===== config.mk =====
export PLATFORM = sky130hd
export DESIGN_NAME = mips32_fetch_unit
export DESIGN_NICKNAME = d
export VERILOG_FILES = /design/src/rtl/mips32_fetch_unit.sv
export SDC_FILE = /design/constraint.sdc
export NUM_CORES = 1
export LEC_CHECK = 0
export ABC_AREA = 1
export CAP_MARGIN = 5
export CELL_PAD_IN_SITES_DETAIL_PLACEMENT = 0
export CELL_PAD_IN_SITES_GLOBAL_PLACEMENT = 1
export CORE_ASPECT_RATIO = 0.75
export CORE_MARGIN = 2
export CORE_UTILIZATION = 30
export CTS_BUF_LIST = sky130_fd_sc_hd__clkbuf_4 sky130_fd_sc_hd__clkbuf_8 sky130_fd_sc_hd__clkbuf_16
export CTS_CLUSTER_DIAMETER = 200
export DETAILED_ROUTE_END_ITERATION = 16
export PLACE_DENSITY = 0.55
export SYNTH_ARGS = -nofsm -noshare
export SYNTH_HDL_FRONTEND = slang
export SYNTH_SLANG_ARGS = --single-unit
export TNS_END_PERCENT = 10

===== constraint.sdc =====
create_clock -name clk -period 4.65 [get_ports clk]
set_clock_uncertainty 0.1 [all_clocks]
set_input_delay 0.465 -clock clk [delete_from_list [all_inputs] [get_ports clk]]
set_output_delay 0.465 -clock clk [all_outputs]
set_load 0.01 [all_outputs]

===== src/rtl/mips32_fetch_unit.sv =====
// mips32_fetch_unit: instruction fetch front-end for the MIPS32 pipeline.
// Issues word-addressed reads to a 1-cycle-latency instruction memory,
// buffers {pc, instr} pairs in a small FIFO, and presents the FIFO head to
// decode over a valid/ready handshake. Branch redirects flush the FIFO and
// discard the in-flight read; a captured HLT word stops further fetching.
module mips32_fetch_unit #(
  parameter int          DEPTH    = 4,
  parameter int          ADDR_W   = 10,
  parameter logic [31:0] RESET_PC = 32'h0000_0000
) (
  input  logic                         clk,
  input  logic                         rst,
  output logic                         imem_req,
  output logic [ADDR_W-1:0]            imem_addr,
  input  logic [31:0]                  imem_rdata,
  output logic                         id_valid,
  output logic [31:0]                  id_instr,
  output logic [31:0]                  id_pc,
  input  logic                         id_ready,
  input  logic                         redirect,
  input  logic [31:0]                  redirect_pc,
  output logic                         halted,
  output logic [$clog2(DEPTH+1)-1:0]   occupancy
);

  localparam int          PTR_W  = $clog2(DEPTH);
  localparam int          CNT_W  = $clog2(DEPTH+1);
  localparam logic [5:0]  HLT_OP = 6'b111111;

  logic [31:0]      pc;
  logic [31:0]      req_pc;      // PC of the read currently in flight
  logic             pending;     // a read was issued last cycle
  logic             stop;        // HLT captured; no more fetching
  logic             halted_q;
  logic [PTR_W-1:0] head;
  logic [PTR_W-1:0] tail;
  logic [CNT_W-1:0] count;

  logic [31:0] fifo_instr [DEPTH];
  logic [31:0] fifo_pc    [DEPTH];

  logic             redirect_act;
  logic [CNT_W:0]   inflight;
  logic             push;
  logic             pop;
  logic             hlt_push;
  logic             hlt_pop;

  // Redirects are ignored once halted; only reset leaves the halted state.
  assign redirect_act = redirect && !halted_q;

  // Pops are not credited here, so a full FIFO can never be overrun.
  assign inflight = {1'b0, count} + (CNT_W+1)'(pending);
  assign imem_req = !rst && !redirect && !stop && !halted_q &&
                    (inflight < (CNT_W+1)'(DEPTH));
  assign imem_addr = pc[ADDR_W-1:0];

  // Responses arriving after a HLT was captured are dropped.
  assign push     = pending && !redirect_act && !stop && !halted_q;
  assign hlt_push = push && (imem_rdata[31:26] == HLT_OP);

  assign id_valid = (count != '0) && !halted_q;
  assign id_instr = fifo_instr[head];
  assign id_pc    = fifo_pc[head];
  assign pop      = id_valid && id_ready;
  assign hlt_pop  = pop && (fifo_instr[head][31:26] == HLT_OP);

  assign halted    = halted_q;
  assign occupancy = count;

  // Fetch control: PC, in-flight tracking, FIFO pointers/count, stop and halt.
  // NOTE: sequential state uses non-blocking assignments so every register
  // samples the pre-edge values of the others.
  always_ff @(posedge clk) begin
    if (rst) begin
      pc       <= RESET_PC;
      req_pc   <= RESET_PC;
      pending  <= 1'b0;
      stop     <= 1'b0;
      halted_q <= 1'b0;
      count    <= '0;
      head     <= '0;
      tail     <= '0;
    end else if (redirect_act) begin
      pc      <= redirect_pc;
      pending <= 1'b0;
      stop    <= 1'b0;
      count   <= '0;
      head    <= '0;
      tail    <= '0;
    end else begin
      pending <= imem_req;
      if (imem_req) begin
        pc     <= pc + 32'd1;
        req_pc <= pc;
      end
      if (push) tail <= tail + PTR_W'(1);
      if (pop)  head <= head + PTR_W'(1);
      case ({push, pop})
        2'b10:   count <= count + CNT_W'(1);
        2'b01:   count <= count - CNT_W'(1);
        default: count <= count;
      endcase
      if (hlt_push) stop     <= 1'b1;
      if (hlt_pop)  halted_q <= 1'b1;
    end
  end

  // FIFO storage write of the returning word and its request PC.
  // NOTE: the storage array is deliberately not reset; count alone decides
  // which entries are meaningful.
  always_ff @(posedge clk) begin
    if (push) begin
      fifo_instr[tail] <= imem_rdata;
      fifo_pc[tail]    <= req_pc;
    end
  end

endmodule


Word-level counts from Yosys, hierarchy flattened
Memory sizes are Yosys's and may differ from the RTL's. A register that Yosys moved wholly into a read port is not among the register bits.
Cells that the tools add are included.
Widths: inputs -> output; s select.
- output and inout bits: 80
- memory bits (writable): 256
- register bits after elaboration: 74
- memories: 2
- bits of input ports: 68
- logic and storage cells: 54
- memories (name ; words ; width ; read ports ; clocked after Yosys merged registers in ; wr ports ; line ; source):
    fifo_instr ; 4 ; 32 ; 1 ; 1 ; 1 ; 39 ; logic [31:0] fifo_instr [DEPTH];
    fifo_pc ; 4 ; 32 ; 1 ; 1 ; 1 ; 40 ; logic [31:0] fifo_pc [DEPTH];
- mux-type cells: 9
- bitwise logic cells: 1
- reduce and logical (&&, ||, !) cells: 23
- eq/ne operators: 4
- $add $sub $neg: 6
- order comparisons: 1
- operators by type and width (cell ; count):
    $mux 32 ; 2
    $add 32x1->32 const B ; 1
    $eq 6x6->1 const B ; 2
    $logic_and 1x1->1 ; 12
    $mux 2 ; 4
    $pmux 3 s2 ; 1
    $logic_not 1->1 ; 5
    $add 2x1->2 const B ; 2
    $add 3x1->4 ; 1
    $lt 4x3->1 const B ; 1
    $reduce_and 2->1 ; 2
    $reduce_bool 2->1 ; 2
    $add 3x1->3 const B ; 1
    $reduce_bool 3->1 ; 1
    $sub 3x1->3 const B ; 1
    $eq 2x1->1 const B ; 1
    $eq 2x2->1 const B ; 1
    $mux 1 ; 2
    $reduce_or 2->1 ; 1
    $not 1->1 ; 1

Depth between registers and ports, before layout
- word-level depth: 8
- gate-level depth with buffers: 12
- gate-level depth less buffers: 11

Least setup slack after synthesis
OpenSTA, ideal clock, no wires.
- kind: input to register
- start point: input port redirect
- end point: memory fifo_instr[0][0], enable pin
- library setup time: 487 ps
- data arrival time: 3534 ps
- path buffers: 0
- data required time: 4063 ps
- path slack: 530 ps
- stages on the path: 3
- cells stage by stage: nor2_4 > nand3_1 > nor2_1
- word-level cells in the longest chain between the ends: 7
- RTL lines (item ; line ; source):
    start, declared ; 20 ; input logic redirect,
    $logic_and 1x1->1 ; 50 ; assign redirect_act = redirect && !halted_q;
    $logic_not 1->1 ; 59 ; assign push = pending && !redirect_act && !stop && !halted_q;
    $logic_and 1x1->1 (3 in a row) ; 59 ;
    $mux 1 ; 113 ; if (push) begin
    $mux 1 (not written as such) ; 114 ; fifo_instr[tail] <= imem_rdata;
    end, declared ; 39 ;
Every way passes these cells.

==> run metrics <==
core area=roughly 45,000 sq um; clk slew on worst S/H paths=around 60 ps; yosys warns=0; max-cap violations=0; Post-synth ARST share=0; WL per Instance=18.4 um; # fillers=between 4,000 and 5,000; Placed Instance Area=15,700 sq um; effective utilization at floorplan=0.306; CTS H-tree lvls=2; TritonCTS Sinks=approximately 330; initial antenna violation count=0; largest net degree at the start of global routing=113; fin area=roughly 17,000 sq um; outcome=completed; die height=189 um; Max Fclk=~270 MHz; Hold Worst Slack=about 300 ps; Post-synth EDFFs=between 200 and 300; TNS Setup=0 ps; Via density=roughly 4.7; worst-skew pair later-pin latency=~540 ps; Reg area=between 9000 and 10,000 sq um; Layout area overhead=23.6%; sequential fraction of the synthesis area=0.672; total die area=~47,000 sq um; Slew headroom=0.349; Post-CTS Repair Setup Buffers=0; Setup crit start kind=flip-flop; Layout Nets=between 1,000 and 1,500; Synth area leaders=edfxtp_1 56%, dfxtp_1 11%, nor2_1 5.6%, o21ai_0 5.0%, nand2_1 5.0%; Worst EP arrival=approximately 3200 ps; ant diodes=0; via count=9,381; min Tclk post-route=around 3800 ps; Worst Min Path Start=rst; Synth area leader=edfxtp_1; post-DP HPWL=22,800 um; Reg2Reg Launch Point=stop; top cell type's share of synthesized area=0.561; CTS tree=yes; post-CTS sizing=0; Iteration-0 DRC Markers=574; I/O pin count=148; share of layout cells above drive strength 1=0.0846; final setup violation count=0; Detail Route Antenna Nets=0; RD Place Congestion=0.754; Synth cell types=44; RSZ-0062 raised after global routing=no; clk root buf=clkbuf_16; GRT Resource Usage Total=0.156; Die W=approximately 250 um; Post-Syn Instances=1,265; critical path data required time=around 4100 ps; Leak Pwr=6.03 nW; hold_buf cts=0; Multi-input gate area=~3800 sq um; DRC=0; CTS buffer count=37; Initial DRT Pass Iterations=4; worst-path fanout max=96; P per Cell Area=387 nW/um^2; min-delay worst type=in2reg; Hold Vio Cnt, Final=0; Mean Syn Cell Area=10.8 sq um; Rows=67; top_reg_cell synth=edfxtp_1; final wirelength=approximately 37,000 um; Clock Path Buffers=3; Yosys reg bits=around 330; Port-buffer cells=between 100 and 150; Max Slew Vio Count=0; post-synth net total=between 1,000 and 1,500; Final period util=0.810; Worst setup EP type=output port; mapped cell area=~14,000 sq um; global-route wire length before repair=56,400 um; count leader, synth=edfxtp_1; Max VDD drop=roughly 0.21 mV; total gr overflow=0; vias in the first global route=9,085; commonest cells in the netlist=256 x edfxtp_1, 203 x nor2_1, 183 x nand2_1; Worst Path Class, Setup=reg2out; Worst Tran Pin Value=a little under 1000 ps
==> through the flow <==
step	util	std cells	power [W]	setup WS (ps)
floorplan	-	1265	0.00353	530
global placement	0.350	1937	0.00373	1430
detailed placement	0.350	1937	0.00373	1410
CTS	0.378	2004	0.00665	844
global route	0.378	2004	0.00680	681
finish	0.378	2004	0.00656	884
==> registers in the layout, summed over array words and instances (netlist names), named ones only <==
name        cells
req_pc         32
fifo_pc       128
tail            2
stop            1
pc             32
fifo_instr    128
head            2
halted          1
pending         1
occupancy       3
==> worst max-delay path, stage by stage (launching register included) <==
cell	delay (ps)
dfxtp_4	570
buf_4	800
o21ai_0	260
o22ai_1	400
clkdlybuf4s50_1	610
==> layer usage <==
| metal | wire length (um) | vias to the layer above | share of wire | GRT usage |
|---|---|---|---|---|
| li1 | - | 4638 | - | - |
| met1 | 19600 | 4525 | 0.53 | 0.242 |
| met2 | 15400 | 177 | 0.42 | 0.227 |
| met3 | 1490 | 41 | 0.040 | 0.0235 |
| met4 | 562 | 0 | 0.015 | 0.0345 |
| met5 | 0 | - | 0 | 0 |
==> report_power, final <==
| part | switching (W) | internal (W) | total (W) | leakage (nW) |
|---|---|---|---|---|
| Sequential | 0.0000593 | 0.00325 | 0.00331 | 2.97 |
| Clock | 0.00120 | 0.00170 | 0.00290 | 0.609 |
| Combinational | 0.000198 | 0.000152 | 0.000350 | 2.45 |
==> placed cells by master, fill, tap and decap left out, types with 34 or more instances in the layout <==
cell type        synthesis  routed
clkbuf_16                0      41
o22ai_1                 58      58
a21oi_1                 34      34
nand2_1                183     183
inv_1                   90      90
dfxtp_1                 76      74
clkdlybuf4s50_1          0     146
edfxtp_1               256     256
o21ai_0                138     138
nor2_1                 203     199
nand3_1                 51      51
==> kinds of logic after synthesis <==
kind of cell / count (synthesis) / synth area share
AOI/OAI and AO/OA: 258 / 0.104
xor gates and xnor gates: 8 / 0.00511
adders and majority gates: 7 / 0.00694
buffers and inverters: 171 / 0.0557
DFF: 332 / 0.672
muxes: 1 / 0.000730
and+or+nand+nor: 488 / 0.156
==> area by class of cell <==
type,count,area share
clock buffer,46,0.0628
multi-input combinational,762,0.222
sequential,332,0.544
tap,586,0.0433
inverter,98,0.0219
timing repair buffer,159,0.0963
clock inverter,21,0.00945
==> worst paths after layout <==
check	slack, ps	to	cells past startpoint
setup / recovery	880	id_instr[5]	4
hold reg to reg	390	fifo_pc[0][21]	0
setup reg to reg	2220	fifo_instr[0][10]	4
hold / removal	300	pc[8]	4
No activity file was read; power rests on OpenSTA's default activity.
